`src/rtl/maxnet_pkg.sv`:
```
// Shared types and constants for the MAXNET winner-take-all engine.
package maxnet_pkg;

  localparam int unsigned W_DEF = 5;
  localparam int unsigned SUM_W = W_DEF + 2;

  typedef logic [1:0] idx_t;

  typedef enum logic [1:0] {
    IDLE,
    LOAD,
    ITER,
    DONE
  } state_e;

endpackage

```
`src/rtl/maxnet_neuron_update.sv`:
```
// One MAXNET neuron: subtracts eps * (sum of the other three), saturating at zero.
module maxnet_neuron_update
  import maxnet_pkg::*;
#(
  parameter int unsigned W         = W_DEF,
  parameter int unsigned EPS_SHIFT = 2
) (
  input  logic [W-1:0] i_self,
  input  logic [W-1:0] i_other0,
  input  logic [W-1:0] i_other1,
  input  logic [W-1:0] i_other2,
  output logic [W-1:0] o_next
);

  logic [W+1:0] w_sum;
  logic [W+1:0] w_dec;

  assign w_sum = {2'b00, i_other0} + {2'b00, i_other1} + {2'b00, i_other2};
  assign w_dec = w_sum >> EPS_SHIFT;

  // When self exceeds the decrement, the decrement fits in W bits.
  assign o_next = ({2'b00, i_self} > w_dec) ? (i_self - w_dec[W-1:0]) : '0;

endmodule

```
`src/rtl/maxnet_iter_engine.sv`:
```
// Iterative MAXNET engine: loads four activations and inhibits until one survives.
// Optional MAXNET_ITER_CNT_EN adds o_iter_count (update count latched at DONE).
module maxnet_iter_engine
  import maxnet_pkg::*;
#(
  parameter int unsigned W         = W_DEF,
  parameter int unsigned EPS_SHIFT = 2,
  parameter int unsigned MAX_ITER  = 31
) (
  input  logic         i_clk,
  input  logic         i_rst_n,
  input  logic         i_start,
  input  logic [W-1:0] i_in0,
  input  logic [W-1:0] i_in1,
  input  logic [W-1:0] i_in2,
  input  logic [W-1:0] i_in3,
  input  logic         i_dec_done,
  input  idx_t         i_dec_idx,
  output logic [W-1:0] o_a0,
  output logic [W-1:0] o_a1,
  output logic [W-1:0] o_a2,
  output logic [W-1:0] o_a3,
  output logic         o_busy,
  output logic         o_win_valid,
  output idx_t         o_win_idx,
  output logic         o_err
`ifdef MAXNET_ITER_CNT_EN
  ,
  output logic [5:0]   o_iter_count
`endif
);

  state_e              r_state;
  state_e              w_state_next;
  logic [3:0][W-1:0]   r_a;
  logic [3:0][W-1:0]   w_a_next;
  logic [5:0]          r_iter_cnt;
  idx_t                r_win_idx;
  logic                r_err;
  logic                w_all_zero;
  logic                w_timeout;

  for (genvar g = 0; g < 4; g++) begin : g_neuron
    maxnet_neuron_update #(
      .W        (W),
      .EPS_SHIFT(EPS_SHIFT)
    ) u_neuron (
      .i_self  (r_a[g]),
      .i_other0(r_a[(g+1)%4]),
      .i_other1(r_a[(g+2)%4]),
      .i_other2(r_a[(g+3)%4]),
      .o_next  (w_a_next[g])
    );
  end

  assign w_all_zero = (r_a == '0);
  assign w_timeout  = (r_iter_cnt == 6'(MAX_ITER));

  always_comb begin
    w_state_next = r_state;
    unique case (r_state)
      IDLE:    if (i_start) w_state_next = LOAD;
      LOAD:    w_state_next = ITER;
      ITER:    if (i_dec_done || w_all_zero || w_timeout) w_state_next = DONE;
      DONE:    w_state_next = IDLE;
      default: w_state_next = IDLE;
    endcase
  end

  always_ff @(posedge i_clk or negedge i_rst_n) begin
    if (!i_rst_n) r_state <= IDLE;
    else          r_state <= w_state_next;
  end

  // Decoder verdict takes priority over the error checks and the update.
  always_ff @(posedge i_clk or negedge i_rst_n) begin
    if (!i_rst_n) begin
      r_a        <= '0;
      r_iter_cnt <= '0;
      r_win_idx  <= '0;
      r_err      <= 1'b0;
    end else begin
      if (r_state == IDLE && i_start) begin
        r_a        <= {i_in3, i_in2, i_in1, i_in0};
        r_iter_cnt <= '0;
      end else if (r_state == ITER) begin
        if (i_dec_done) begin
          r_win_idx <= i_dec_idx;
          r_err     <= 1'b0;
        end else if (w_all_zero || w_timeout) begin
          r_win_idx <= '0;
          r_err     <= 1'b1;
        end else begin
          r_a        <= w_a_next;
          r_iter_cnt <= r_iter_cnt + 6'd1;
        end
      end
    end
  end

`ifdef MAXNET_ITER_CNT_EN
  logic [5:0] r_iter_count;

  always_ff @(posedge i_clk or negedge i_rst_n) begin
    if (!i_rst_n) begin
      r_iter_count <= '0;
    end else if (r_state == ITER && (i_dec_done || w_all_zero || w_timeout)) begin
      r_iter_count <= r_iter_cnt;
    end
  end

  assign o_iter_count = r_iter_count;
`endif

  assign o_a0        = r_a[0];
  assign o_a1        = r_a[1];
  assign o_a2        = r_a[2];
  assign o_a3        = r_a[3];
  assign o_busy      = (r_state == LOAD) || (r_state == ITER);
  assign o_win_valid = (r_state == DONE);
  assign o_win_idx   = r_win_idx;
  assign o_err       = r_err;

endmodule

```
`config.mk`:
```
export PLATFORM = sky130hd
export DESIGN_NAME = maxnet_iter_engine
export DESIGN_NICKNAME = d
export VERILOG_FILES = /design/src/rtl/maxnet_pkg.sv /design/src/rtl/maxnet_neuron_update.sv /design/src/rtl/maxnet_iter_engine.sv
export SDC_FILE = /design/constraint.sdc
export NUM_CORES = 1
export LEC_CHECK = 0
export CORE_ASPECT_RATIO = 1.75
export CORE_MARGIN = 3
export CORE_UTILIZATION = 60
export CTS_CLUSTER_SIZE = 10
export DETAILED_ROUTE_END_ITERATION = 10
export PLACE_DENSITY = 0.95
export SYNTH_ARGS = -nofsm -noshare
export SYNTH_HDL_FRONTEND = slang
export SYNTH_SLANG_ARGS = --single-unit
```
`constraint.sdc`:
```
create_clock -name i_clk -period 8.5 [get_ports i_clk]
set_clock_uncertainty 0.1 [all_clocks]
set_input_delay 1.7 -clock i_clk [delete_from_list [all_inputs] [get_ports i_clk]]
set_output_delay 1.7 -clock i_clk [all_outputs]
set_load 0.1 [all_outputs]
```
== Yosys cells after proc, flatten, opt, wreduce, memory -nomap -nowiden ==
Index checks and enable logic that the tools add are counted.
Word-level totals
  output and inout port bits: 25
  input bits: 26
  logic and storage cells: 65
  flip-flop bits (word level): 31
Operators by class
  order comparisons: 4
  equal/unequal tests: 8
  add/sub/neg operators: 13
  muxes and demuxes: 19
  bitwise operators: 1
  reduce and logical (&&, ||, !) cells: 12
Operators with widths (count)
  two-way mux 20 bit: 4
  adder 7 x 5 -> 7 bit: 4
  adder 5 x 5 -> 6 bit: 4
  two-way mux 6 bit: 4
  greater-than comparator 5 bit: 4
  zero test 20 bit: 1
  two-way mux 5 bit: 4
  subtractor 5 bit: 4
  two-way mux 2 bit: 4
  one-hot mux 2 bit (4 select lines): 1
  adder 6 x 1 -> 6 bit (second input constant): 1
  equality test 6 x 5 -> 1 bit (second input constant): 1
  != test 2 bit (second input constant): 3
  AND reduction 3 bit: 2
  equality test 2 bit (second input constant): 2
  logical OR 1 bit: 4
  nonzero test 2 bit: 2
  equality test 2 x 1 -> 1 bit (second input constant): 1
  zero test 2 bit: 1
  two-way mux 1 bit: 2
  != test 2 x 1 -> 1 bit (second input constant): 1
  AND reduction 2 bit: 1
  logical AND 1 bit: 1
  inverter 1 bit: 1

== Depth between registers and ports, before layout ==
Gate-level depths: netlist of the first run.
  depth in word-level cells: 8
  gate-level depth with buffers: 15
  mapped depth without buffers: 15

== Modules after synthesis ==
A second synthesis of the first run with hierarchy kept.
Second synthesis, totals
  cell total of the unflattened synthesis: 384
  area, all modules: 3619.7 µm²
Modules (own cells, without submodules)
  maxnet_iter_engine: sequential area each 775.7 µm², cells each 152, instances 1, area an instance 1584.0 µm²
  maxnet_neuron_update at g_neuron[1].u_neuron ...: sequential area each 0.0 µm², cells each 58, instances 3, area an instance 508.0 µm²
  maxnet_neuron_update at g_neuron[0].u_neuron: sequential area each 0.0 µm², cells each 58, instances 1, area an instance 511.7 µm²

== Worst setup path before layout of the first run ==
No wires, ideal clock.
  path type: register to register
  from: register r_a, in the netlist o_a1[0]
  to: register r_a, in the netlist o_a3[2]
  slack: 4.324 ns
  period minus slack after synthesis: 4.176 ns
  stages on the path, launching flop included: 14
  setup time: 0.087 ns
  buffers on the path: 0
  arrival: 3.989 ns
  required time: 8.313 ns
  cell sequence: dfrtp_1 > ha_1 > fa_1 > ha_1 > a31o_2 > a21oi_1 > o21ai_0 > xnor2_1 > ha_1 > and4_1 > a21oi_1 > nand2_1 > or3_1 > o211ai_1
On the way
  longest elaborated chain between the ends: 8
  elaborated cells between the ends (all ways): 13
  those cells by class: add/sub: 3; order compare: 1; eq/ne: 1; mux: 5; reduce/logical: 3
Ends and longest elaborated chain
  start, declared: RTL line maxnet_iter_engine.sv:35  | logic [3:0][W-1:0] r_a;
  start signal, assigned: RTL line maxnet_iter_engine.sv:84  | r_a <= {i_in3, i_in2, i_in1, i_in0};
  start signal, assigned: RTL line maxnet_iter_engine.sv:94  | r_a <= w_a_next;
  adder 5 x 5 -> 6 bit: RTL line maxnet_neuron_update.sv:18  | assign w_sum = {2'b00, i_other0} + {2'b00, i_other1} + {2'b00, i_other2};
  adder 7 x 5 -> 7 bit: RTL line maxnet_neuron_update.sv:18
  subtractor 5 bit / greater-than comparator 5 bit (equally long branches): RTL line maxnet_neuron_update.sv:22  | assign o_next = ({2'b00, i_self} > w_dec) ? (i_self - w_dec[W-1:0]) : '0;
  two-way mux 5 bit: RTL line maxnet_neuron_update.sv:22
  two-way mux 20 bit: RTL line maxnet_iter_engine.sv:90  | end else if (w_all_zero || w_timeout) begin
  two-way mux 20 bit: RTL line maxnet_iter_engine.sv:87  | if (i_dec_done) begin
  two-way mux 20 bit: RTL line maxnet_iter_engine.sv:86  | end else if (r_state == ITER) begin
  two-way mux 20 bit: RTL line maxnet_iter_engine.sv:83  | if (r_state == IDLE && i_start) begin
Parallel ways exist; a longest one is shown, timed or not. The select of a mux whose other input is x is not followed.
A chain may end at the register's enable or synchronous reset.

== Worst setup path after layout of the first run ==
  from: register r_state[0]
  to: output o_busy
On the way
  longest elaborated chain between the ends: 2
  elaborated cells between the ends (all ways): 3
  those cells by class: eq/ne: 2; reduce/logical: 1
Ends and longest elaborated chain
  start, declared: RTL line maxnet_iter_engine.sv:33  | state_e r_state;
  start signal, assigned: RTL line maxnet_iter_engine.sv:72  | else r_state <= w_state_next;
  equality test 2 x 1 -> 1 bit / equality test 2 bit (equally long branches): RTL line maxnet_iter_engine.sv:119  | assign o_busy = (r_state == LOAD) || (r_state == ITER);
  logical OR 1 bit *: RTL line maxnet_iter_engine.sv:119
  end, declared: RTL line maxnet_iter_engine.sv:23  | output logic o_busy,
Mark *: on every way between the ends. The rest lies on a longest branch, timed or not.

==> impl_metrics.json, run 1 <==
{
  "min_path_type": "reg -> reg",
  "hold_buffers": 0,
  "area_growth_pct": 18.3,
  "antenna_found_initial": 0,
  "post-route-period-util": 0.468,
  "path_clk_slew_ns": 0.06,
  "hpwl_um": 6870,
  "final_nets": 549,
  "utilization": 0.739,
  "synth_area_um2": 3490,
  "avgRoutedWirePerCell_um": 16.8,
  "coreArea_um2": 5590,
  "first_pass_iters": 4,
  "grt_max_degree": 44,
  "num_io_pins": 51,
  "synth_top_family_by_area": "adder cells",
  "rsz0062_at_grt": "no",
  "synth-warning-count": 0,
  "cp_slowest_cell": "clkdlybuf4s50_1",
  "row_count": 36,
  "yosysUniqueCellTypes": 40,
  "syn-instance-count": 399,
  "synth.avg_cell_area_um2": 8.74,
  "cts_tree": "done",
  "die_w_um": 63.6,
  "cts_root_buf": "clkbuf_8",
  "critPathMaxStageDelay_ns": 1.13,
  "required_ns": 6.70,
  "fin_hold_ws_ns": 0.391,
  "ctsLongestPathBuffers": 2,
  "synth_nets": 497,
  "synth-seq-cells": 31,
  "status": "finished clean",
  "path_buf_inv": 2,
  "cts_max_level": 2,
  "cts_sinks": 31,
  "cap_violations": 0,
  "globalplace.congestion": 0.922,
  "start_kind": "flip-flop",
  "initial_core_util": 0.625,
  "antenna_cells": 0,
  "wirelength_um": 8870,
  "synth-simple-area-share": 0.133,
  "dpl_cell_area_um2": 4050,
  "max_slew_margin": 0.338,
  "worst_skew_pair.late_latency_ns": 0.29,
  "max_freq_ghz": 0.251,
  "setup_violations": 0,
  "avgViaCountPerCell": 6.20,
  "min_period_ns": 3.98,
  "vias": 3272,
  "layout_commonest_cell": "ha_1",
  "ctsResizeCount": 0,
  "fin_area_um2": 4130,
  "finalSetupTns_ns": 0,
  "worstPathCellList": "inv_1 > ha_1 > clkdlybuf4s50_1",
  "hold_viol_final": 0,
  "synth_fa_ha_area_frac": 0.275,
  "grt_pass1_vias": 3476,
  "grt.total_usage": 0.276,
  "final_antenna_net_count": 0,
  "crit_family": "buffers and inverters",
  "worst_pin_slew_ns": 0.990,
  "final_cell_mix": "64 x ha_1, 54 x a21oi_1, 50 x clkdlybuf4s50_1",
  "slew_violations": 0,
  "cts_made_buffers": 5,
  "synthXorXnorAreaFrac": 0.0929,
  "io_buffers": 50,
  "critical_path_class": "reg -> out",
  "drc": 0,
  "cp-end-kind": "output port",
  "seq_area_frac_synth": 0.222,
  "post_cts_buffers": 0,
  "synth_compound_area_frac": 0.223,
  "drive_above_1_share": 0.0354,
  "drtIter0Drc": 202,
  "grt_first_pass_wirelength_um": 15100,
  "dieArea_um2": 6800,
  "path_max_fanout": 3,
  "muxShareOfSynthArea": 0.00897,
  "grt-ovfl-total": 0,
  "cp.arrival_ns": 2.18,
  "die_h_um": 107
}
-- layer usage --
| metal | GRT usage | vias to the layer above | part of all wire |
|---|---|---|---|
| li1 | - | 1560 | - |
| met1 | 0.311 | 1541 | 0.38 |
| met2 | 0.496 | 131 | 0.54 |
| met3 | 0.0304 | 40 | 0.047 |
| met4 | 0.153 | 0 | 0.040 |
| met5 | 0 | - | 0 |
-- layout make-up --
cell class / count / area [µm²]
Tap cell: 76 / 95.1
Sequential cell: 31 / 776
Clock buffer: 7 / 76.3
Fill cell: 427 / 1460
Multi-Input combinational cell: 335 / 2560
Timing Repair Buffer: 53 / 523
Clock inverter: 1 / 5.00
Inverter: 25 / 93.8
-- final timing paths --
path,slack [ns],end,startpoint,cells after the start
max in group asynchronous,6.27,o_a1[2],i_rst_n,2
worst min register to register,0.39,o_win_idx[0],o_win_idx[0],1
min in group asynchronous,1.73,o_a2[2],i_rst_n,2
worst min-delay path,0.39,o_win_idx[0],o_win_idx[0],1
worst max-delay path,4.52,o_busy,r_state[0],3
worst max register to register,4.55,o_a1[4],o_a2[0],14
-- kinds of logic after synthesis --
| group | count (synthesis) |
|---|---|
| compound gates | 128 |
| xor+xnor | 37 |
| fa+ha+maj | 72 |
| buf+inv | 33 |
| flops | 31 |
| mux | 3 |
| simple gates | 95 |
-- sequential cells by signal (all words and copies together), names as in the netlist --
signal	cells
o_win_idx	2
r_state	2
o_a0	5
o_err	1
o_a3	5
r_iter_cnt	6
o_a1	5
o_a2	5
-- per-stage QoR --
| stage | setup WS [ns] | cells |
|---|---|---|
| 4_1_cts | 4.50 | 528 |
| 6_report | 4.52 | 528 |
| 3_5_place_dp | 4.62 | 520 |
| 2_1_floorplan | 4.32 | 399 |
| 3_3_place_gp | 4.77 | 520 |
| 5_1_grt | 4.32 | 528 |
-- synth_stat cells --
| library cell | n | area, µm² |
|---|---|---|
| a21o_1 | 13 | 97.6 |
| o21ai_1 | 1 | 5.00 |
| a31oi_1 | 6 | 37.5 |
| buf_8 | 1 | 15.0 |
| nor3_1 | 1 | 5.00 |
| mux2i_1 | 2 | 20.0 |
| or3_1 | 7 | 43.8 |
| dfrtp_1 | 31 | 776 |
| a211oi_1 | 1 | 7.51 |
| a21oi_1 | 54 | 270 |
| o31a_1 | 1 | 8.76 |
| o21ai_0 | 22 | 110 |
| o211ai_2 | 1 | 12.5 |
| xor2_1 | 18 | 158 |
| mux2_2 | 1 | 11.3 |
| nand2_1 | 29 | 109 |
| o21a_1 | 1 | 7.51 |
| fa_1 | 8 | 160 |
| a31o_2 | 5 | 43.8 |
| nor4_1 | 5 | 31.3 |
| o211ai_1 | 4 | 30.0 |
| ha_1 | 64 | 801 |
| a211o_1 | 7 | 61.3 |
| o31ai_1 | 3 | 22.5 |
| buf_6 | 2 | 22.5 |
| buf_4 | 1 | 7.51 |
| a21boi_0 | 1 | 7.51 |
| o2111ai_1 | 2 | 17.5 |
| nor2b_1 | 2 | 12.5 |
| or4_1 | 3 | 22.5 |
| nand3_1 | 15 | 75.1 |
| clkbuf_1 | 4 | 15.0 |
| nor2_1 | 20 | 75.1 |
| and4_1 | 4 | 35.0 |
| xnor2_1 | 19 | 166 |
| inv_1 | 25 | 93.8 |
| nand2b_1 | 4 | 25.0 |
| and2_1 | 1 | 6.26 |
| and3_1 | 4 | 25.0 |
| o22ai_1 | 6 | 37.5 |
Power of run 1 is left out: the tool's default activity adds up to more than one toggle a clock period on the data nets, which glitch-free logic cannot reach.
==> inputs of run 2 (changes only) <==
Settings changed: CORE_UTILIZATION 60 to 56, PLACE_DENSITY 0.95 to 0.91.
Clock period 8.5 ns to 4.15 ns, I/O delays scaled along.
==> impl_metrics.json, run 2 (synthesized netlist as in run 1, its figures left out) <==
{
  "status": "finished clean",
  "finalSetupTns_ns": 0,
  "hold_buffers": 0,
  "top_usage_layer": "met2",
  "final_antenna_net_count": 0,
  "post-route-period-util": 0.940,
  "final_cell_mix": "64 x ha_1, 54 x a21oi_1, 50 x clkdlybuf4s50_1",
  "setup_violations": 0,
  "die_h_um": 110,
  "dieArea_um2": 7250,
  "rsz0062_at_grt": "no",
  "pre_cts_slack_ns": 0.233,
  "grt_first_pass_wirelength_um": 15000,
  "gr-usage-met2": 0.457,
  "critical_path_class": "reg -> reg",
  "largest_register": "r_iter_cnt",
  "io_buffers": 50,
  "area_growth_pct": 20.5,
  "hold_viol_final": 0,
  "start_kind": "flip-flop",
  "fin_area_um2": 4200,
  "cts_made_buffers": 5,
  "largest_reg_flops": 6,
  "num_io_pins": 51,
  "grt.total_usage": 0.262,
  "drc": 0,
  "worst_skew_pair.late_latency_ns": 0.29,
  "cp.arrival_ns": 4.01,
  "coreArea_um2": 5970,
  "min_path_type": "reg -> reg",
  "grt_max_degree": 34,
  "initial_core_util": 0.584,
  "multi_input_area_um2": 2560,
  "globalplace.congestion": 0.924,
  "worst_pin_slew_ns": 1.01,
  "final_nets": 553,
  "nFillCells": 447,
  "dpl_cell_area_um2": 4070,
  "avgRoutedWirePerCell_um": 17.1,
  "cap_violations": 0,
  "cts_sinks": 31,
  "use_met3": 0.0376,
  "cp-end-kind": "flip-flop",
  "max_slew_margin": 0.323,
  "cts_root_buf": "clkbuf_8",
  "antenna_cells": 0,
  "hpwl_um": 7050,
  "drive_above_1_share": 0.0548,
  "antenna_found_initial": 0,
  "wirelength_um": 9120,
  "vias": 3309,
  "path_clk_slew_ns": 0.07,
  "layout.area.seq_um2": 778,
  "slew_violations": 0,
  "grtUsageMet1": 0.285,
  "drtIter0Drc": 237,
  "fin_ws_ns": 0.250,
  "first_pass_iters": 4,
  "row_count": 37,
  "min_period_ns": 3.90,
  "required_ns": 4.26,
  "max_freq_ghz": 0.256,
  "avgViaCountPerCell": 6.20,
  "cts_max_level": 2,
  "ctsLongestPathBuffers": 2,
  "grt-ovfl-total": 0,
  "die_w_um": 65.7,
  "path_max_fanout": 7,
  "grt_pass1_vias": 3442,
  "layout_commonest_cell": "ha_1",
  "cts_tree": "done"
}
-- run 2: path summary, 6_finish.rpt --
check	from	to	slack, ns	cells past startpoint
worst max-delay path	o_a2[0]	o_a1[2]	0.25	15
worst min-delay path	o_win_idx[0]	o_win_idx[0]	0.39	1
worst max register to register	o_a2[0]	o_a1[2]	0.25	15
worst min register to register	o_win_idx[0]	o_win_idx[0]	0.39	1
max in group asynchronous	i_rst_n	o_win_idx[1]	2.21	2
min in group asynchronous	i_rst_n	o_a2[4]	0.99	1
-- run 2: repair_timing --
action                     in CTS  in global routing
setup endpoints to repair       0                  1
setup buffers                   0                  2
gates resized for setup         0                  1
-- run 2: final cells by class --
class	count	share of cell area
multi-input cells	335	0.610
flip-flops and latches	31	0.185
repair buffers	57	0.132
well taps	78	0.0232
inverters	25	0.0223
clock buffers	6	0.0196
clock inverters	2	0.00833
-- run 2: critical path, cell delays in order, from the launching register on --
cell	delay, ns
dfrtp_1	0.48
ha_1	0.27
fa_1	0.41
a21o_1	0.17
a21oi_1	0.18
xnor2_1	0.15
ha_1	0.29
a21oi_1	0.16
o21ai_0	0.18
xnor2_1	0.18
ha_1	0.36
o21ai_0	0.10
a21oi_1	0.17
nand2_1	0.08
a211o_1	0.34
o211ai_1	0.19
-- run 2: layer usage --
layer	share of wire	wire length (µm)	vias up
li1	-	-	1572
met1	0.37	3340	1579
met2	0.54	4910	128
met3	0.057	519	30
met4	0.039	355	0
met5	0	0	-
-- run 2: through the flow --
step | hold WS, ns | util | cells
after floorplan | 0.419 | - | 399
after global placement | 0.371 | 0.681 | 524
after detailed placement | 0.365 | 0.681 | 524
after CTS | 0.391 | 0.701 | 532
after global routing | 0.422 | 0.704 | 534
final | 0.386 | 0.704 | 534
Power of run 2 is left out for the same reason.
==> inputs of run 3 (changes only) <==
Settings changed: TNS_END_PERCENT set to 100.
==> results of run 3 <==
No change in the layout: final DEF, timing and power equal those of run 2.
Power of run 3 is left out for the same reason.
